$ cat src/rtl/alu_operand_sequencer_if.sv
// Operand/result bus between the operand sequencer and the 8-bit combinational ALU.
interface alu_operand_sequencer_if;
    logic [7:0] alu_a;
    logic [7:0] alu_b;
    logic [2:0] alu_ctrl;
    logic [7:0] alu_result;
    logic       alu_zero;
    logic       alu_carry;

    modport master (
        output alu_a, alu_b, alu_ctrl,
        input  alu_result, alu_zero, alu_carry
    );

    modport slave (
        input  alu_a, alu_b, alu_ctrl,
        output alu_result, alu_zero, alu_carry
    );
endinterface

$ cat src/rtl/alu_operand_sequencer.sv
// Captures A, B and opcode from the switches on debounced ENTER presses, then
// registers the ALU result and flags. CLEAR aborts entry without touching data.
//   state   | meaning
//   LOAD_A  | waiting for operand A
//   LOAD_B  | waiting for operand B
//   LOAD_OP | waiting for opcode (sw[2:0])
//   EXEC    | one-cycle ALU settle, capture on next edge
//   SHOW    | result held, ENTER restarts entry
module alu_operand_sequencer #(
    parameter int DEBOUNCE_CYCLES = 1_000_000,
    parameter int CNT_W           = 20
) (
    input  logic                           clk,
    input  logic                           rst,
    input  logic [7:0]                     sw,
    input  logic                           btn_enter,
    input  logic                           btn_clr,
    alu_operand_sequencer_if.master        alu,
    output logic [7:0]                     res_q,
    output logic                           zero_q,
    output logic                           carry_q,
    output logic                           done,
    output logic [2:0]                     state_o
);
    typedef enum logic [2:0] {
        LOAD_A  = 3'd0,
        LOAD_B  = 3'd1,
        LOAD_OP = 3'd2,
        EXEC    = 3'd3,
        SHOW    = 3'd4
    } state_t;

    localparam logic [CNT_W-1:0] CNT_MAX = CNT_W'(DEBOUNCE_CYCLES - 1);

    // Bit 0 is ENTER, bit 1 is CLEAR; both share one synchronizer/debounce pipeline.
    logic [1:0]       btn_raw;
    logic [1:0]       sync1, sync2, db, db_d;
    logic [CNT_W-1:0] cnt [2];
    logic             enter_p, clr_p;

    state_t state, state_nxt;
    logic   ld_a, ld_b, ld_op, cap;

    assign btn_raw = {btn_clr, btn_enter};

    always_ff @(posedge clk or posedge rst) begin
        if (rst) begin
            sync1  <= '0;
            sync2  <= '0;
            db     <= '0;
            db_d   <= '0;
            cnt[0] <= '0;
            cnt[1] <= '0;
        end else begin
            sync1 <= btn_raw;
            sync2 <= sync1;
            db_d  <= db;
            for (int i = 0; i < 2; i++) begin
                if (sync2[i] != db[i]) begin
                    if (cnt[i] == CNT_MAX) begin
                        db[i]  <= ~db[i];
                        cnt[i] <= '0;
                    end else begin
                        cnt[i] <= cnt[i] + CNT_W'(1);
                    end
                end else begin
                    cnt[i] <= '0;
                end
            end
        end
    end

    assign enter_p = db[0] & ~db_d[0];
    assign clr_p   = db[1] & ~db_d[1];

    always_ff @(posedge clk or posedge rst) begin
        if (rst) state <= LOAD_A;
        else     state <= state_nxt;
    end

    always_comb begin
        state_nxt = state;
        case (state)
            LOAD_A:  if (enter_p) state_nxt = LOAD_B;
            LOAD_B:  if (enter_p) state_nxt = LOAD_OP;
            LOAD_OP: if (enter_p) state_nxt = EXEC;
            EXEC:    state_nxt = SHOW;
            SHOW:    if (enter_p) state_nxt = LOAD_A;
            default: state_nxt = LOAD_A;
        endcase
        if (clr_p) state_nxt = LOAD_A;
    end

    // CLEAR has priority over ENTER, so every load/capture enable is gated by it.
    always_comb begin
        ld_a  = 1'b0;
        ld_b  = 1'b0;
        ld_op = 1'b0;
        cap   = 1'b0;
        case (state)
            LOAD_A:  ld_a  = enter_p & ~clr_p;
            LOAD_B:  ld_b  = enter_p & ~clr_p;
            LOAD_OP: ld_op = enter_p & ~clr_p;
            EXEC:    cap   = ~clr_p;
            default: ;
        endcase
    end

    always_ff @(posedge clk or posedge rst) begin
        if (rst) begin
            alu.alu_a    <= '0;
            alu.alu_b    <= '0;
            alu.alu_ctrl <= '0;
            res_q        <= '0;
            zero_q       <= 1'b0;
            carry_q      <= 1'b0;
            done         <= 1'b0;
        end else begin
            done <= cap;
            if (ld_a)  alu.alu_a    <= sw;
            if (ld_b)  alu.alu_b    <= sw;
            if (ld_op) alu.alu_ctrl <= sw[2:0];
            if (cap) begin
                res_q   <= alu.alu_result;
                zero_q  <= alu.alu_zero;
                carry_q <= alu.alu_carry;
            end
        end
    end

    assign state_o = state;
endmodule

$ cat src/flat_wrapper.sv
// flat-port wrapper written by rule: the top's interface ports become plain ports
module alu_operand_sequencer_flat 
#(
    parameter int DEBOUNCE_CYCLES = 1_000_000,
    parameter int CNT_W           = 20
)
  (clk, rst, sw, btn_enter, btn_clr, res_q, zero_q, carry_q, done, state_o, alu_alu_a, alu_alu_b, alu_alu_ctrl, alu_alu_result, alu_alu_zero, alu_alu_carry);
  alu_operand_sequencer_if alu_i ();
  input  logic clk;
  input  logic rst;
  input  logic [7:0] sw;
  input  logic btn_enter;
  input  logic btn_clr;
  output logic [7:0] res_q;
  output logic zero_q;
  output logic carry_q;
  output logic done;
  output logic [2:0] state_o;
  output wire logic [$bits(alu_i.alu_a)-1:0] alu_alu_a;
  output wire logic [$bits(alu_i.alu_b)-1:0] alu_alu_b;
  output wire logic [$bits(alu_i.alu_ctrl)-1:0] alu_alu_ctrl;
  input wire logic [$bits(alu_i.alu_result)-1:0] alu_alu_result;
  input wire logic [$bits(alu_i.alu_zero)-1:0] alu_alu_zero;
  input wire logic [$bits(alu_i.alu_carry)-1:0] alu_alu_carry;
  assign alu_alu_a = alu_i.alu_a;
  assign alu_alu_b = alu_i.alu_b;
  assign alu_alu_ctrl = alu_i.alu_ctrl;
  assign alu_i.alu_result = alu_alu_result;
  assign alu_i.alu_zero = alu_alu_zero;
  assign alu_i.alu_carry = alu_alu_carry;
  alu_operand_sequencer #(.DEBOUNCE_CYCLES(DEBOUNCE_CYCLES), .CNT_W(CNT_W)) u_core (.clk(clk), .rst(rst), .sw(sw), .btn_enter(btn_enter), .btn_clr(btn_clr), .alu(alu_i), .res_q(res_q), .zero_q(zero_q), .carry_q(carry_q), .done(done), .state_o(state_o));
endmodule
$ cat config.mk
export PLATFORM = sky130hd
export DESIGN_NAME = alu_operand_sequencer_flat
export DESIGN_NICKNAME = d
export VERILOG_FILES = /design/src/rtl/alu_operand_sequencer_if.sv /design/src/rtl/alu_operand_sequencer.sv /design/src/flat_wrapper.sv
export SDC_FILE = /design/constraint.sdc
export NUM_CORES = 1
export LEC_CHECK = 0
export BUFFER_PORTS_ARGS = -buffer_cell sky130_fd_sc_hd__buf_2
export CORE_MARGIN = 2
export CORE_UTILIZATION = 45
export CTS_BUF_LIST = sky130_fd_sc_hd__clkbuf_4 sky130_fd_sc_hd__clkbuf_8
export DETAILED_ROUTE_END_ITERATION = 12
export PLACE_DENSITY = 0.66
export SLEW_MARGIN = 20
export SYNTH_ARGS = -nofsm -noshare
export SYNTH_HDL_FRONTEND = slang
export SYNTH_SLANG_ARGS = --single-unit
export TNS_END_PERCENT = 30
$ cat constraint.sdc
create_clock -name clk -period 3 [get_ports clk]
set_input_delay 0.6 -clock clk [delete_from_list [all_inputs] [get_ports clk]]
set_output_delay 0.6 -clock clk [all_outputs]
set_load 0.005 [all_outputs]
==> flow_summary.toml, run 1 <==
[outcome]
status = "completed"

[die]
pin_count = 55
chipHeight_um = 92.7
rows = 32
die_w_um = 92.7
initial_utilization = 0.461
core_area_um2 = 7690
die_area_um2 = 8600

[synth]
netlist_top_cells_area = "dfrtp_1, mux2_2, nor2_1"
synth_cell_types = 38
synth_top_area_frac = 0.572
syn_area_per_cell_um2 = 11.5
synth_top_area_cell = "dfrtp_1"
synth-seq-cells = 81
synth_compound_area_frac = 0.0491
synthMuxAreaShare = 0.0985
synth_edf_count = 0
ys_async_sr_fraction = 1.00
synth_most_common_cell = "dfrtp_1"
syn-num-nets = 333
synth_common_cells = "dfrtp_1, nor2_1, mux2_2"
ys_warn_count = 0
yosys.area_share.simple = 0.191
syn_area_um2 = 3540
ys_seq_area_frac = 0.572
synth-adder-area-share = 0.00706
synth_xor_area_frac = 0.0643
yosys_most_used_dff = "dfrtp_1"
syn_inst = 309
synth_top_family_by_area = "simple AND/OR/NAND/NOR gates"

[layout]
nets = 392
final_cells = 475
antenna_cells = 0
fin_util = 0.547
fin_area_um2 = 4210
drive_gt1_frac = 0.319
nFillCells = 673
syn2layout_area_growth_pct = 18.7

[routing]
dr.pass1.iters = 4
via_count = 2487
ant_nets = 0
drcViolationCount = 0
drt_iter0_markers = 98
vias_per_cell = 5.24
routed_wl_um = 6380
post_drt_wl_per_cell_um = 13.4

[grt]
grt_pass1_wl_um = 10800
grt_pass1_vias = 2442
antenna_found_initial = 0
grt_max_degree = 50
track_usage = 0.158
grt.overflow.total = 0

[clocking]
cts_sinks = 81
cts_buffers = 9
hold_buffers = 0
cts_setup_buffers = 0
clk_pin_slew_ns = 0.08
root_buffer = "clkbuf_8"
cts_buffer_depth = 2
ctsResizeCount = 0
cts_tree = "built"
htreeDepth = 3
clk-insertion-delay-late_ns = 0.34

[worst_setup_path]
worst-r2r-cell-count = 4
rr_startpoint = "u_core.cnt[15]"
r2r_slack_ns = 0.84
cp_cell_sequence = "or4b_1, or4_4, o21ai_4, nor2_1"
slowest_delay_ns = 0.54
cp_max_fo = 19
rr_endpoint = "u_core.cnt[8]"
path_buf_inv = 0
arrival_ns = 2.36
critPathLaunchType = "flip-flop"
crit_required_ns = 3.20
crit_family = "simple AND/OR/NAND/NOR gates"
path_class = "flip-flop to flip-flop"
slowest_stage = "or4_4"
end_kind = "flip-flop"

[sta]
setup_ws_ns = 0.838
skew_ns = 0.0102
slew_viol_final = 0
hold_violations = 0
setup_viol = 0
rsz0062_at_grt = "no"
fin_crit_sh = 0.721
fin_crit_ns = 2.16
worst_slew_pin_slew_ns = 0.855
maxSlewHeadroom = 0.430
hold_slack_ns = 0.354
fin_tns_setup_ns = 0
fmax_mhz = 462

[placement]
placed_area_um2 = 3940
routabilityCongestion = 0.829
portBuffers = 54
hpwl_um = 4370
dp_slack_ns = 0.833
dpl.cell_count = 459

[power]
peakVddDrop_mv = 0.266
power_mw = 2.21
powerDensity_nw_per_um2 = 525
p_leak_nw = 2.00

[worst_hold_path]
worstHoldPathType = "flip-flop to flip-flop"
hold_end = "u_core.sync2[1]"
holdPathStages = 0
hp-start = "u_core.sync1[1]"

[job]
max-cap-violations = 0
-- registers in the layout, indices dropped and copies added, names as in the netlist --
| register | count |
|---|---|
| u_core.res_q | 8 |
| u_core.alu.alu_ctrl | 3 |
| u_core.db_d | 2 |
| u_core.zero_q | 1 |
| u_core.alu.alu_b | 8 |
| u_core.db | 2 |
| u_core.done | 1 |
| u_core.sync2 | 2 |
| u_core.cnt | 40 |
| u_core.carry_q | 1 |
| u_core.state_o | 3 |
| u_core.alu.alu_a | 8 |
| u_core.sync1 | 2 |
-- routing by layer --
layer  wire length, µm  part of all wire  vias up  track usage
li1                  -                 -     1207            -
met1              3050              0.48     1212        0.207
met2              2920              0.46       59        0.248
met3               278             0.044        9       0.0285
met4               121             0.019        0       0.0919
met5                 0                 0        -            0
-- how the worst max path moves through the flow --
stage	to	slack, ns	cells past startpoint	from
after floorplan	u_core.alu.alu_a[0]	0.32	1	rst
after global placement	u_core.cnt[7]	0.89	4	u_core.cnt[15]
after detailed placement	u_core.cnt[9]	0.83	4	u_core.cnt[15]
after CTS	u_core.cnt[9]	0.84	4	u_core.cnt[15]
after global routing	u_core.cnt[8]	0.72	4	u_core.cnt[6]
final	u_core.cnt[8]	0.84	4	u_core.cnt[15]
-- cells in the final DEF (no fill, tap or decap), drive strengths merged, types with 5 or more instances in the layout --
master   n
o21ai    9
inv      8
nand2   15
or4      7
nor2    35
mux2    31
nand4    8
a21oi   14
buf     56
dfrtp   81
nor3     7
xor2    14
or3      9
nor4     6
nand3   17
xnor2   12
and3     5
clkbuf  10
-- report_power, final --
part | leakage, nW | switching (mW) | internal (mW)
combinational | 0.746 | 0.0413 | 0.0213
clock | 0.135 | 0.385 | 0.653
sequential | 1.12 | 0.00848 | 1.10
total | 2.00 | 0.435 | 1.77
-- layout make-up --
type | instances | area, µm² | area share
inverter | 7 | 27.5 | 0.00655
sequential | 81 | 2030 | 0.482
timing repair buffer | 56 | 298 | 0.0708
clock buffer | 10 | 131 | 0.0312
tap | 102 | 128 | 0.0303
clock inverter | 6 | 138 | 0.0327
multi-input combinational | 213 | 1460 | 0.346
-- cells by family after synthesis --
| logic type | count (synthesis) |
|---|---|
| simple gates | 125 |
| flops | 81 |
| mux | 31 |
| compound gates | 29 |
| xor+xnor | 26 |
| buf+inv | 15 |
| fa+ha+maj | 2 |
No activity file was read; power rests on OpenSTA's default activity.
==> inputs of run 2 (changes only) <==
- PLACE_DENSITY: 0.66 -> 0.68
- clock period: 3 -> 1.9 ns (I/O delays scaled with it)
==> flow_summary.toml, run 2 (synthesis gave the netlist of run 1 again) <==
[grt]
grt_pass1_wl_um = 10900
grt.busiest_layer = "met2"
grt.overflow.total = 0
grt_pass1_vias = 2453
grtUsageMet3 = 0.0350
grt_max_degree = 82
met1_usage = 0.211
grtUsageMet2 = 0.256
track_usage = 0.159
antenna_found_initial = 0

[layout]
final_cells = 497
largest_reg_flops = 40
final_cell_mix = "dfrtp_1, buf_2, nor2_1, mux2_2, buf_4"
antenna_cells = 0
mostFrequentLayoutCell = "dfrtp_1"
multi_input_area_um2 = 1460
nets = 414
drive_gt1_frac = 0.362
regArea_um2 = 2030
nFillCells = 671
fin_util = 0.569
largest-register = "u_core.cnt"
syn2layout_area_growth_pct = 23.5

[power]
powerDensity_nw_per_um2 = 741
peakVddDrop_mv = 0.497
power_mw = 3.24
p_leak_nw = 2.10

[sta]
skew_ns = 0.00802
setup_viol = 20
maxSlewHeadroom = 0.729
worst_slew_pin_slew_ns = 0.406
hold_violations = 0
fmax_mhz = 503
slew_viol_final = 0
setup_ws_ns = -0.0897
fin_crit_sh = 1.05
fin_crit_ns = 1.99
rsz0062_at_grt = "yes"

[placement]
dp_slack_ns = -0.0961
routabilityCongestion = 0.875
dpl.cell_count = 481
hpwl_um = 4540
portBuffers = 54

[worst_setup_path]
crit_required_ns = 2.12
arrival_ns = 2.21
slowest_stage = "or4_4"
cp_cell_sequence = "or4b_1, or4_4, nor2_2, mux2_2"
end_kind = "flip-flop"
path_class = "flip-flop to flip-flop"
worst-r2r-cell-count = 4
slowest_delay_ns = 0.55
critPathLaunchType = "flip-flop"
r2r_slack_ns = -0.09
cp_max_fo = 2

[routing]
dr.pass1.iters = 4
post_drt_wl_per_cell_um = 12.9
ant_nets = 0
drt_iter0_markers = 109
drcViolationCount = 0
vias_per_cell = 5.07
routed_wl_um = 6390
via_count = 2522

[clocking]
root_buffer = "clkbuf_8"
cts_buffers = 9
cts_buffer_depth = 2
hold_buffers = 0
cts_tree = "built"
clk-insertion-delay-late_ns = 0.34
clk_pin_slew_ns = 0.08
htreeDepth = 3
cts_setup_buffers = 0
cts_sinks = 81

[die]
die_w_um = 92.7
core_area_um2 = 7690
die_area_um2 = 8600
chipHeight_um = 92.7
rows = 32
initial_utilization = 0.461
pin_count = 55

[worst_hold_path]
worstHoldPathType = "input pin to async pin"

[job]
max-cap-violations = 0

[outcome]
violations = "setup timing"
status = "finished, violations left"
run 2: critical path: cells and delay by family, from the launching register on:
kind             cells  cell delay (ns)
flip-flops           1             0.37
multiplexers         1             0.33
AND/OR/NAND/NOR      3             1.18
run 2: metrics by stage:
| stage | hold WS, ns | instance area, µm² | setup TNS [ns] |
|---|---|---|---|
| after floorplan | 0.331 | 3550 | -0.754 |
| after global placement | 0.335 | 4140 | -0.0861 |
| after detailed placement | 0.336 | 4140 | -0.757 |
| after CTS | 0.133 | 4370 | -0.943 |
| after global routing | 0.132 | 4380 | -2.39 |
| final | 0.144 | 4380 | -0.922 |
run 2: final cells by class:
type	count	area share
flip-flops and latches	81	0.463
multi-input cells	213	0.334
repair buffers	78	0.114
clock buffers	10	0.0315
well taps	102	0.0292
clock inverters	6	0.0206
inverters	7	0.00686
run 2: path summary, 6_finish.rpt:
kind / from / to
min in group clk: btn_enter / u_core.sync1[0]
max in group asynchronous: rst / u_core.alu.alu_b[2]
hold / removal: rst / u_core.cnt[30]
hold reg to reg: u_core.sync1[0] / u_core.sync2[0]
setup reg to reg: u_core.cnt[15] / u_core.db[1]
setup / recovery: u_core.cnt[15] / u_core.db[1]
run 2: power by group:
group | total [mW] | internal (mW) | switching (mW)
clock network | 1.38 | 0.780 | 0.603
registers | 1.75 | 1.74 | 0.0137
logic | 0.108 | 0.0419 | 0.0664
total | 3.24 | 2.56 | 0.683
run 2: metal layers:
| metal | vias to the layer above | part of all wire |
|---|---|---|
| met3 | 8 | 0.051 |
| met5 | - | 0 |
| li1 | 1254 | - |
| met4 | 0 | 0.016 |
| met1 | 1201 | 0.48 |
| met2 | 59 | 0.45 |
run 2: timing repair:
| item | 4_1_cts | 5_1_grt |
|---|---|---|
| pin swaps | 2 | 0 |
| gates resized for setup | 1 | 1 |
| setup endpoints to repair | 20 | 20 |
| gates cloned | 0 | 0 |
